===== src/rtl/cv32e40x_rf_wport_arbiter_pkg.sv =====
// Shared types for the register-file write-port arbiter and its XIF result buffer.
package cv32e40x_pkg;

    typedef logic [4:0] rf_addr_t;

    typedef struct packed {
        rf_addr_t    addr;
        logic [31:0] data;
    } rf_wr_req_t;

    typedef enum logic [1:0] {
        GRANT_NONE,
        GRANT_WB,
        GRANT_XIF
    } rf_wgrant_e;

endpackage


===== src/rtl/cv32e40x_rf_wport_arbiter_xbuf.sv =====
// Small FIFO holding XIF write requests until they win the register-file write port.
// Exposes per-entry valid/address so the top can compare pending destinations against reads.
module cv32e40x_rf_xbuf
    import cv32e40x_pkg::*;
#(
    parameter int DEPTH = 2,
    localparam int PW = $clog2(DEPTH),
    localparam int CW = PW + 1,
    localparam int AW = $bits(rf_addr_t)
) (
    input  logic                clk,
    input  logic                rst,
    input  logic                push,
    input  rf_wr_req_t          push_req,
    input  logic                pop,
    output rf_wr_req_t          head,
    output logic [CW-1:0]       count,
    output logic                empty,
    output logic [DEPTH-1:0]    entry_valid,
    output logic [DEPTH*AW-1:0] entry_addr
);

    rf_wr_req_t    mem [DEPTH];
    logic [PW-1:0] rd_ptr_reg;
    logic [PW-1:0] wr_ptr_reg;
    logic [CW-1:0] count_reg;
    logic [CW-1:0] count_next;

    // Payload storage needs no reset: validity is tracked by the pointers and count.
    always_ff @(posedge clk) begin
        if (push) begin
            mem[wr_ptr_reg] <= push_req;
        end
    end

    always_comb begin
        count_next = count_reg;
        case ({push, pop})
            2'b10:   count_next = count_reg + CW'(1);
            2'b01:   count_next = count_reg - CW'(1);
            default: count_next = count_reg;
        endcase
    end

    always_ff @(posedge clk or posedge rst) begin
        if (rst) begin
            rd_ptr_reg <= '0;
            wr_ptr_reg <= '0;
            count_reg  <= '0;
        end else begin
            if (push) wr_ptr_reg <= wr_ptr_reg + PW'(1);
            if (pop)  rd_ptr_reg <= rd_ptr_reg + PW'(1);
            count_reg <= count_next;
        end
    end

    assign head  = mem[rd_ptr_reg];
    assign count = count_reg;
    assign empty = (count_reg == '0);

    // An entry is live when its distance from the read pointer is below the fill level.
    generate
        for (genvar gi = 0; gi < DEPTH; gi++) begin : g_entry
            logic [PW-1:0] offset;
            assign offset                    = PW'(gi) - rd_ptr_reg;
            assign entry_valid[gi]           = ({1'b0, offset} < count_reg);
            assign entry_addr[gi*AW +: AW]   = mem[gi].addr;
        end
    endgenerate

endmodule


===== src/rtl/cv32e40x_rf_wport_arbiter.sv =====
// Arbitrates the register-file write port between WB and buffered XIF results.
// Optional statistics counters are enabled with CV32E40X_RF_ARB_STATS_EN.
module cv32e40x_rf_wport_arbiter
    import cv32e40x_pkg::*;
#(
    parameter int REGFILE_NUM_READ_PORTS = 2,
    parameter int XBUF_DEPTH             = 2,
    parameter int STARVE_MAX             = 4
) (
    input  logic                              clk,
    input  logic                              rst,
    input  logic                              wb_valid_i,
    output logic                              wb_ready_o,
    input  rf_addr_t                          wb_waddr_i,
    input  logic [31:0]                       wb_wdata_i,
    input  logic                              x_valid_i,
    output logic                              x_ready_o,
    input  rf_addr_t                          x_waddr_i,
    input  logic [31:0]                       x_wdata_i,
    input  logic [REGFILE_NUM_READ_PORTS-1:0] rf_re_i,
    input  rf_addr_t                          rf_raddr_i [REGFILE_NUM_READ_PORTS],
    output logic                              rf_we_o,
    output rf_addr_t                          rf_waddr_o,
    output logic [31:0]                       rf_wdata_o,
    output logic                              hazard_o,
    output logic                              xbuf_empty_o
`ifdef CV32E40X_RF_ARB_STATS_EN
    ,
    output logic [31:0]                       stat_forced_o,
    output logic [31:0]                       stat_xfull_o
`endif
);

    localparam int CW = $clog2(XBUF_DEPTH) + 1;
    localparam int SW = $clog2(STARVE_MAX + 1);
    localparam int AW = $bits(rf_addr_t);

    rf_wr_req_t               xb_head;
    rf_wr_req_t               wreq;
    logic [CW-1:0]            xb_count;
    logic                     xb_empty;
    logic [XBUF_DEPTH-1:0]    xb_valid;
    logic [XBUF_DEPTH*AW-1:0] xb_addr;
    logic                     xb_push;
    logic                     force_grant;
    rf_wgrant_e               grant;
    logic [SW-1:0]            starve_reg;
    logic [SW-1:0]            starve_next;

    assign x_ready_o = (xb_count < CW'(XBUF_DEPTH));
    assign xb_push   = x_valid_i & x_ready_o;

    cv32e40x_rf_xbuf #(
        .DEPTH (XBUF_DEPTH)
    ) u_xbuf (
        .clk         (clk),
        .rst         (rst),
        .push        (xb_push),
        .push_req    ({x_waddr_i, x_wdata_i}),
        .pop         (grant == GRANT_XIF),
        .head        (xb_head),
        .count       (xb_count),
        .empty       (xb_empty),
        .entry_valid (xb_valid),
        .entry_addr  (xb_addr)
    );

    assign force_grant = (starve_reg == SW'(STARVE_MAX)) && !xb_empty;
    assign wb_ready_o  = !force_grant;

    always_comb begin
        grant = GRANT_NONE;
        if (force_grant)     grant = GRANT_XIF;
        else if (wb_valid_i) grant = GRANT_WB;
        else if (!xb_empty)  grant = GRANT_XIF;
    end

    always_comb begin
        wreq = '0;
        case (grant)
            GRANT_WB:  wreq = {wb_waddr_i, wb_wdata_i};
            GRANT_XIF: wreq = xb_head;
            default:   wreq = '0;
        endcase
    end

    // x0 writes still consume the request but never reach the register file.
    assign rf_we_o      = (grant != GRANT_NONE) && (wreq.addr != '0);
    assign rf_waddr_o   = wreq.addr;
    assign rf_wdata_o   = wreq.data;
    assign xbuf_empty_o = xb_empty;

    always_comb begin
        starve_next = starve_reg;
        if (xb_empty || grant == GRANT_XIF) starve_next = '0;
        else if (starve_reg != SW'(STARVE_MAX)) starve_next = starve_reg + SW'(1);
    end

    always_ff @(posedge clk or posedge rst) begin
        if (rst) starve_reg <= '0;
        else     starve_reg <= starve_next;
    end

    // The head being popped this cycle is still compared, keeping the flag conservative.
    always_comb begin
        hazard_o = 1'b0;
        for (int p = 0; p < REGFILE_NUM_READ_PORTS; p++) begin
            for (int e = 0; e < XBUF_DEPTH; e++) begin
                if (rf_re_i[p] && xb_valid[e] && xb_addr[e*AW +: AW] == rf_raddr_i[p]
                    && xb_addr[e*AW +: AW] != '0) begin
                    hazard_o = 1'b1;
                end
            end
        end
    end

`ifdef CV32E40X_RF_ARB_STATS_EN
    logic [31:0] stat_forced_reg;
    logic [31:0] stat_xfull_reg;

    always_ff @(posedge clk or posedge rst) begin
        if (rst) begin
            stat_forced_reg <= '0;
            stat_xfull_reg  <= '0;
        end else begin
            if (force_grant && stat_forced_reg != '1)
                stat_forced_reg <= stat_forced_reg + 32'd1;
            if (x_valid_i && !x_ready_o && stat_xfull_reg != '1)
                stat_xfull_reg <= stat_xfull_reg + 32'd1;
        end
    end

    assign stat_forced_o = stat_forced_reg;
    assign stat_xfull_o  = stat_xfull_reg;
`endif

endmodule

===== config.mk =====
export PLATFORM = sky130hd
export DESIGN_NAME = cv32e40x_rf_wport_arbiter
export DESIGN_NICKNAME = d
export VERILOG_FILES = /design/src/rtl/cv32e40x_rf_wport_arbiter_pkg.sv /design/src/rtl/cv32e40x_rf_wport_arbiter_xbuf.sv /design/src/rtl/cv32e40x_rf_wport_arbiter.sv
export SDC_FILE = /design/constraint.sdc
export NUM_CORES = 1
export LEC_CHECK = 0
export BUFFER_PORTS_ARGS = -buffer_cell sky130_fd_sc_hd__buf_2
export CAP_MARGIN = 20
export CELL_PAD_IN_SITES_DETAIL_PLACEMENT = 0
export CELL_PAD_IN_SITES_GLOBAL_PLACEMENT = 2
export CORE_UTILIZATION = 33
export DETAILED_ROUTE_END_ITERATION = 8
export PLACE_DENSITY_LB_ADDON = 0.3
export SLEW_MARGIN = 0
export SYNTH_ARGS = -nofsm -noshare
export SYNTH_HDL_FRONTEND = slang
export SYNTH_SLANG_ARGS = --single-unit

===== constraint.sdc =====
create_clock -name clk -period 2.94 [get_ports clk]
set_input_delay 0.294 -clock clk [delete_from_list [all_inputs] [get_ports clk]]
set_output_delay 0.294 -clock clk [all_outputs]
set_load 0.1 [all_outputs]

=== Word level (Yosys, flattened, before mapping) ===
Memories as Yosys holds them, arrays and structs flattened.
Index checks and enable logic that the tools add are counted.

* Flip-flop bits (word level): 7
* Memory bits (writable): 74
* Output and inout bits: 42
* Word-level logic and storage cells: 63
* Memories: 1

{| class="wikitable"
|+ Memories
! name !! depth !! width !! read ports !! clocked after memory_dff !! write ports !! RTL line !! RTL
|-
| u_xbuf.mem || 2 || 37 || 3 || 0 || 1 || cv32e40x_rf_wport_arbiter_xbuf.sv:23 || <nowiki>rf_wr_req_t mem [DEPTH];</nowiki>
|}

* Add/sub/neg operators: 7
* Order comparisons: 3
* Eq/ne operators: 10
* Muxes and demuxes: 13
* Bitwise operators: 1
* Reductions and logical operators: 24

{| class="wikitable"
|+ Operator list
! kind !! number
|-
| case mux 37 bit (2 select lines) || 1
|-
| == test 5 bit || 4
|-
| nonzero test 5 bit || 3
|-
| logical AND 1 bit || 14
|-
| two-way mux 1 bit || 6
|-
| two-way mux 2 bit || 3
|-
| two-way mux 3 bit || 2
|-
| nonzero test 2 bit || 3
|-
| == test 2 x 1 -> 1 bit, second input constant || 2
|-
| == test 2 bit, second input constant || 2
|-
| < comparator 1 x 2 -> 1 bit || 2
|-
| case mux 2 bit (2 select lines) || 1
|-
| adder 3 x 1 -> 3 bit, second input constant || 1
|-
| == test 3 bit, second input constant || 1
|-
| != test 3 bit, second input constant || 1
|-
| adder 1 bit, second input constant || 2
|-
| adder 2 x 1 -> 2 bit, second input constant || 1
|-
| logical NOT 1 bit || 2
|-
| logical NOT 2 bit || 1
|-
| < comparator 2 bit, second input constant || 1
|-
| subtractor 1 bit, first input constant || 2
|-
| subtractor 2 x 1 -> 2 bit, second input constant || 1
|-
| AND 1 bit || 1
|-
| logical OR 1 bit || 1
|}

=== Depth between registers and ports, before layout ===
* Depth after elaboration: 9
* Gate-level depth with buffers: 11

=== By module ===
Synthesis repeated with hierarchy kept, for this count alone.

* Cell total of the unflattened synthesis: 247
* Area total of the unflattened synthesis: 3832.4 um2

{| class="wikitable"
|+ By module, submodules not included
! module !! times used !! cells an instance !! area each (um2) !! seq. area each (um2)
|-
| cv32e40x_rf_xbuf || 1 || 144 || 2961.6 || 2322.2
|-
| cv32e40x_rf_wport_arbiter || 1 || 103 || 870.8 || 75.1
|}

=== Worst setup path before layout ===
OpenSTA, ideal clock, no wires.

* Path kind: reg2out
* Start: reg u_xbuf.count_reg[0] (netlist: u_xbuf.count[0])
* End: out rf_waddr_o[4]
* Arrival: 4531 ps
* Data required time: 2646 ps
* Slack: -1885 ps
* Cell stages (with the launch flop): 11
* Buffers on the path: 3
* Cell sequence: dfrtp_1 -> buf_2 -> nor2_2 -> or2_2 -> nand2_1 -> inv_1 -> ha_1 -> clkbuf_1 -> clkbuf_1 -> nand2_1 -> a21oi_1

* Longest elaborated chain between the ends: 6
* Elaborated cells on any way between the ends: 9
* Those cells by class: eq/ne: 2; mux: 4; reduce/logical: 3

{| class="wikitable"
|+ RTL lines
! element !! RTL line !! RTL
|-
| start, declared || cv32e40x_rf_wport_arbiter_xbuf.sv:26 || <nowiki>logic [CW-1:0] count_reg;</nowiki>
|-
| start signal, assigned || cv32e40x_rf_wport_arbiter_xbuf.sv:53 || <nowiki>count_reg <= count_next;</nowiki>
|-
| logical NOT 2 bit (*) || cv32e40x_rf_wport_arbiter_xbuf.sv:59 || <nowiki>assign empty = (count_reg == '0);</nowiki>
|-
| via xbuf_empty_o || cv32e40x_rf_wport_arbiter.sv:26 || <nowiki>output logic xbuf_empty_o</nowiki>
|-
| two-way mux 2 bit or logical NOT 1 bit (tied branches) || -- ||
|-
| two-way mux 2 bit or logical AND 1 bit (tied branches) || cv32e40x_rf_wport_arbiter.sv:74, cv32e40x_rf_wport_arbiter.sv:68 ||
|-
| two-way mux 2 bit (*) || cv32e40x_rf_wport_arbiter.sv:73 || <nowiki>if (force_grant) grant = GRANT_XIF;</nowiki>
|-
| == test 2 bit or == test 2 x 1 -> 1 bit (tied branches) || cv32e40x_rf_wport_arbiter.sv:80 || <nowiki>case (grant)</nowiki>
|-
| case mux 37 bit (2 select lines) (*) || cv32e40x_rf_wport_arbiter.sv:80 ||
|-
| end, declared || cv32e40x_rf_wport_arbiter.sv:23 || <nowiki>output rf_addr_t rf_waddr_o,</nowiki>
|}

Mark *: on every way through the listed nets, which the timed path passes. The rest lies on a longest branch.

=== Final worst setup path ===
* Start: reg starve_reg[0]
* End: out rf_waddr_o[1]

* Longest elaborated chain between the ends: 5
* Elaborated cells on any way between the ends: 6
* Those cells by class: eq/ne: 3; mux: 2; reduce/logical: 1

{| class="wikitable"
|+ RTL lines
! element !! RTL line !! RTL
|-
| start, declared || cv32e40x_rf_wport_arbiter.sv:47 || <nowiki>logic [SW-1:0] starve_reg;</nowiki>
|-
| start signal, assigned || cv32e40x_rf_wport_arbiter.sv:101 || <nowiki>else starve_reg <= starve_next;</nowiki>
|-
| == test 3 bit (*) || cv32e40x_rf_wport_arbiter.sv:68 || <nowiki>assign force_grant = (starve_reg == SW'(STARVE_MAX)) && !xb_empty;</nowiki>
|-
| logical AND 1 bit (*) || cv32e40x_rf_wport_arbiter.sv:68 ||
|-
| two-way mux 2 bit (*) || cv32e40x_rf_wport_arbiter.sv:73 ||
|-
| == test 2 bit or == test 2 x 1 -> 1 bit (tied branches) || cv32e40x_rf_wport_arbiter.sv:80 ||
|-
| case mux 37 bit (2 select lines) (*) || cv32e40x_rf_wport_arbiter.sv:80 ||
|}

Every way passes the cells marked *; elsewhere a longest branch is shown, timed or not.

==> impl_metrics.env <==
export IMPL_result_of_the_run="complete, no violations"
export IMPL_period_needed_ns=2.77
export IMPL_slew_limit_headroom_pct=53.3
export IMPL_detail_route_antenna_nets=0
export IMPL_synth_main_ff_cell="edfxtp_1"
export IMPL_drc=0
export IMPL_worstPathRequired_ns=2.65
export IMPL_syn_to_final_growth_pct=46.1
export IMPL_cts_root_buffer="clkbuf_16"
export IMPL_dieArea_sq_um=12100
export IMPL_synthArstFlopShare_pct=8.64
export IMPL_synth_most_common_cell="edfxtp_1"
export IMPL_whs_endpoint="u_xbuf.mem[0][8]"
export IMPL_grt_usage_pct=15.7
export IMPL_die_h_microns=110
export IMPL_place_hpwl_microns=6720
export IMPL_unrepaired_setup_endpoints_after_global_routing="false"
export IMPL_rr_startpoint="u_xbuf.count[1]"
export IMPL_antennaDiodeCount=0
export IMPL_path_clk_slew_ns=0.06
export IMPL_final_hold_violation_count=0
export IMPL_rr_endpoint="u_xbuf.mem[1][12]"
export IMPL_gpl_final_weighted_congestion=0.767
export IMPL_grt_antenna_before_repair=0
export IMPL_skew_ns=0.00660
export IMPL_setup_slack_of_the_most_critical_reg_to_reg_path_ns=1.13
export IMPL_design_portCount=132
export IMPL_number_of_vias_after_detailed_routing=2806
export IMPL_grt_pass1_wl_microns=14000
export IMPL_number_of_enable_type_register_cells_in_the_synthesized_netlist=74
export IMPL_grt_max_degree=29
export IMPL_critical_path_class="reg2out"
export IMPL_critPathMaxFanout=17
export IMPL_hp_class="in2reg"
export IMPL_cp_start_kind="register"
export IMPL_avgSynthCellArea_sq_um=13.7
export IMPL_global_route_overflow_total=0
export IMPL_layout_worst_path_cycle_share_pct=94.3
export IMPL_port_buffers=131
export IMPL_leakagePower_nw=2.14
export IMPL_fillerInstances=1048
export IMPL_ys_seq_elements=81
export IMPL_highest_achievable_clock_rate_mhz=361
export IMPL_clock_sinks=81
export IMPL_fin_worst_hold_slack_ns=0.153
export IMPL_crit_arrival_ns=2.48
export IMPL_synth_sequential_area_ratio_pct=62.1
export IMPL_core_sq_um=11400
export IMPL_cts_tree="done"
export IMPL_start_util_pct=33.8
export IMPL_biggest_area_contributors_in_the_synthesized_netlist="edfxtp_1, mux2_2, a22oi_1, dfrtp_1, xor2_1"
export IMPL_cts_htree_levels=3
export IMPL_final_cell_count_no_fill=573
export IMPL_placed_cells=550
export IMPL_power_per_cell_area_nw_per_um2=1230
export IMPL_yosysWarningCount=0
export IMPL_drt_pass1_iterations=6
export IMPL_worst_pin_slew_ns=0.700
export IMPL_fp_row_count=39
export IMPL_worst_r2r_path_depth=3
export IMPL_min_delay_path_depth=1
export IMPL_initial_drc_count=72
export IMPL_finalSetupViolations=0
export IMPL_synth_cells=282
export IMPL_synth_largest_area_cell="edfxtp_1"
export IMPL_post_drt_wl_per_cell_microns=16.1
export IMPL_slew_viol_final=0
export IMPL_mappedNetlistArea_sq_um=3860
export IMPL_postSynthNetCount=377
export IMPL_final_layout_size_suffix_gt1_share_pct=65.1
export IMPL_worstSetupEndpointType="primary output"
export IMPL_synth_commonest_cells="edfxtp_1, nor2_1, mux2_2"
export IMPL_fin_nets=521
export IMPL_die_x_microns=110
export IMPL_largest_register_ff_count=74
export IMPL_maxCapViolCount=0
export IMPL_number_of_buffers_on_the_longest_clock_path=2
export IMPL_clock_latency_ns=0.33
export IMPL_max_vdd_ir_drop_mv=0.759
export IMPL_synth_largest_type_area_fraction_pct=57.6
export IMPL_via_count_of_the_first_global_routing_pass=2732
export IMPL_vias_per_cell=4.90
export IMPL_tritoncts_num_buffers=9
export IMPL_detail_route_wirelength_microns=9210
export IMPL_hp_start="x_wdata_i[8]"
export IMPL_netlist_cell_type_count=34
-- cell usage in the layout (no fill, tap or decap), drive strengths merged --
cell type    Yosys  routed
buf              8     147
edfxtp          74      74
nor2            40      40
mux2            37      37
a22oi           36      36
xor2            17      17
clkbuf           8      11
xnor2            9       9
dfrtp            7       7
inv              6       6
nor3             5       5
nand2            5       5
ha               5       5
nor4             4       4
a21oi            4       4
and2             2       2
a32oi            2       2
or4              2       2
bufinv           0       2
clkinv           0       2
mux2i            1       1
or2              1       1
and3             1       1
nor2b            1       1
o22ai            1       1
o32ai            1       1
o41ai            1       1
o211a            1       1
a211oi           1       1
nand3b           1       1
o21ai            1       1
clkinvlp         0       1
dlygate4sd3      0       1
-- cell families (layout without fill, tap and decap cells) --
logic type / count (synthesis) / in the layout / synth area share, %
DFF: 81 / 81 / 62.1
and+or+nand+nor: 62 / 62 / 7.20
AOI/OAI and AO/OA: 48 / 48 / 9.60
muxes: 38 / 38 / 11.1
xor gates and xnor gates: 26 / 26 / 5.90
buffers and inverters: 22 / 170 / 2.47
adders and majority gates: 5 / 5 / 1.62
-- final cells by class --
cell class                 count  area [sq um]  share of cell area, %
multi-input combinational    179          1860                   33.0
tap                          143           179                   3.17
timing repair buffer         149           865                   15.3
sequential                    81          2400                   42.6
inverter                       6          22.5                  0.400
clock buffer                  10           229                   4.06
clock inverter                 5          81.3                   1.44
-- worst max-delay path: stages (launching register included) --
cell and delay [ns]:
dfrtp_1 0.41, inv_1 0.08, ha_1 0.16, nand2_2 0.11
or2_4 0.28, nand2_4 0.08, inv_2 0.04, ha_4 0.16
buf_6 0.17, a22oi_2 0.30, nor2_4 0.06, clkbuf_4 0.29
-- timing repair --
action	in CTS	in global routing
hold buffers	1	0
setup endpoints to repair	0	18
endpoints found under the hold margin	7	0
buffers inserted	0	7
gates resized for setup	0	2
-- where the power goes --
part           internal (W)  total (W)  switching (W)
sequential          0.00153    0.00173       0.000199
combinational       0.00116    0.00405        0.00289
clock              0.000738    0.00115       0.000414
total               0.00343    0.00693        0.00350
-- per-layer routing --
metal / global-route usage [%] / routed length, microns / vias to the layer above
met5: 0 / 0 / -
met2: 26.0 / 4570 / 88
met3: 4.12 / 559 / 4
li1: - / - / 1355
met4: 4.79 / 57 / 0
met1: 20.3 / 4030 / 1359
-- per-stage QoR --
| step | instance area [sq um] | setup WS [ns] | TNS [ns] | total power [W] | util (%) |
|---|---|---|---|---|---|
| 6_report | 5640 | 0.168 | 0 | 0.00693 | 49.4 |
| 5_1_grt | 5640 | 0.0482 | 0 | 0.00725 | 49.4 |
| 4_1_cts | 5580 | 0.0161 | 0 | 0.00695 | 48.8 |
| 3_5_place_dp | 5260 | 0.371 | 0 | 0.00577 | 46.0 |
| 3_3_place_gp | 5260 | 0.432 | 0 | 0.00573 | 46.0 |
| 2_1_floorplan | 4510 | -0.341 | -2.17 | 0.00520 | - |
-- worst max path at each step --
stage	startpoint	to	cells past startpoint
after floorplan	u_xbuf.count[0]	rf_we_o	9
after global placement	starve_reg[0]	rf_wdata_o[9]	9
after detailed placement	starve_reg[0]	rf_wdata_o[9]	9
after CTS	starve_reg[0]	rf_wdata_o[9]	9
after global routing	starve_reg[0]	rf_we_o	12
final	starve_reg[0]	rf_waddr_o[1]	11
Note: power is estimated with default switching activity, not from simulation.
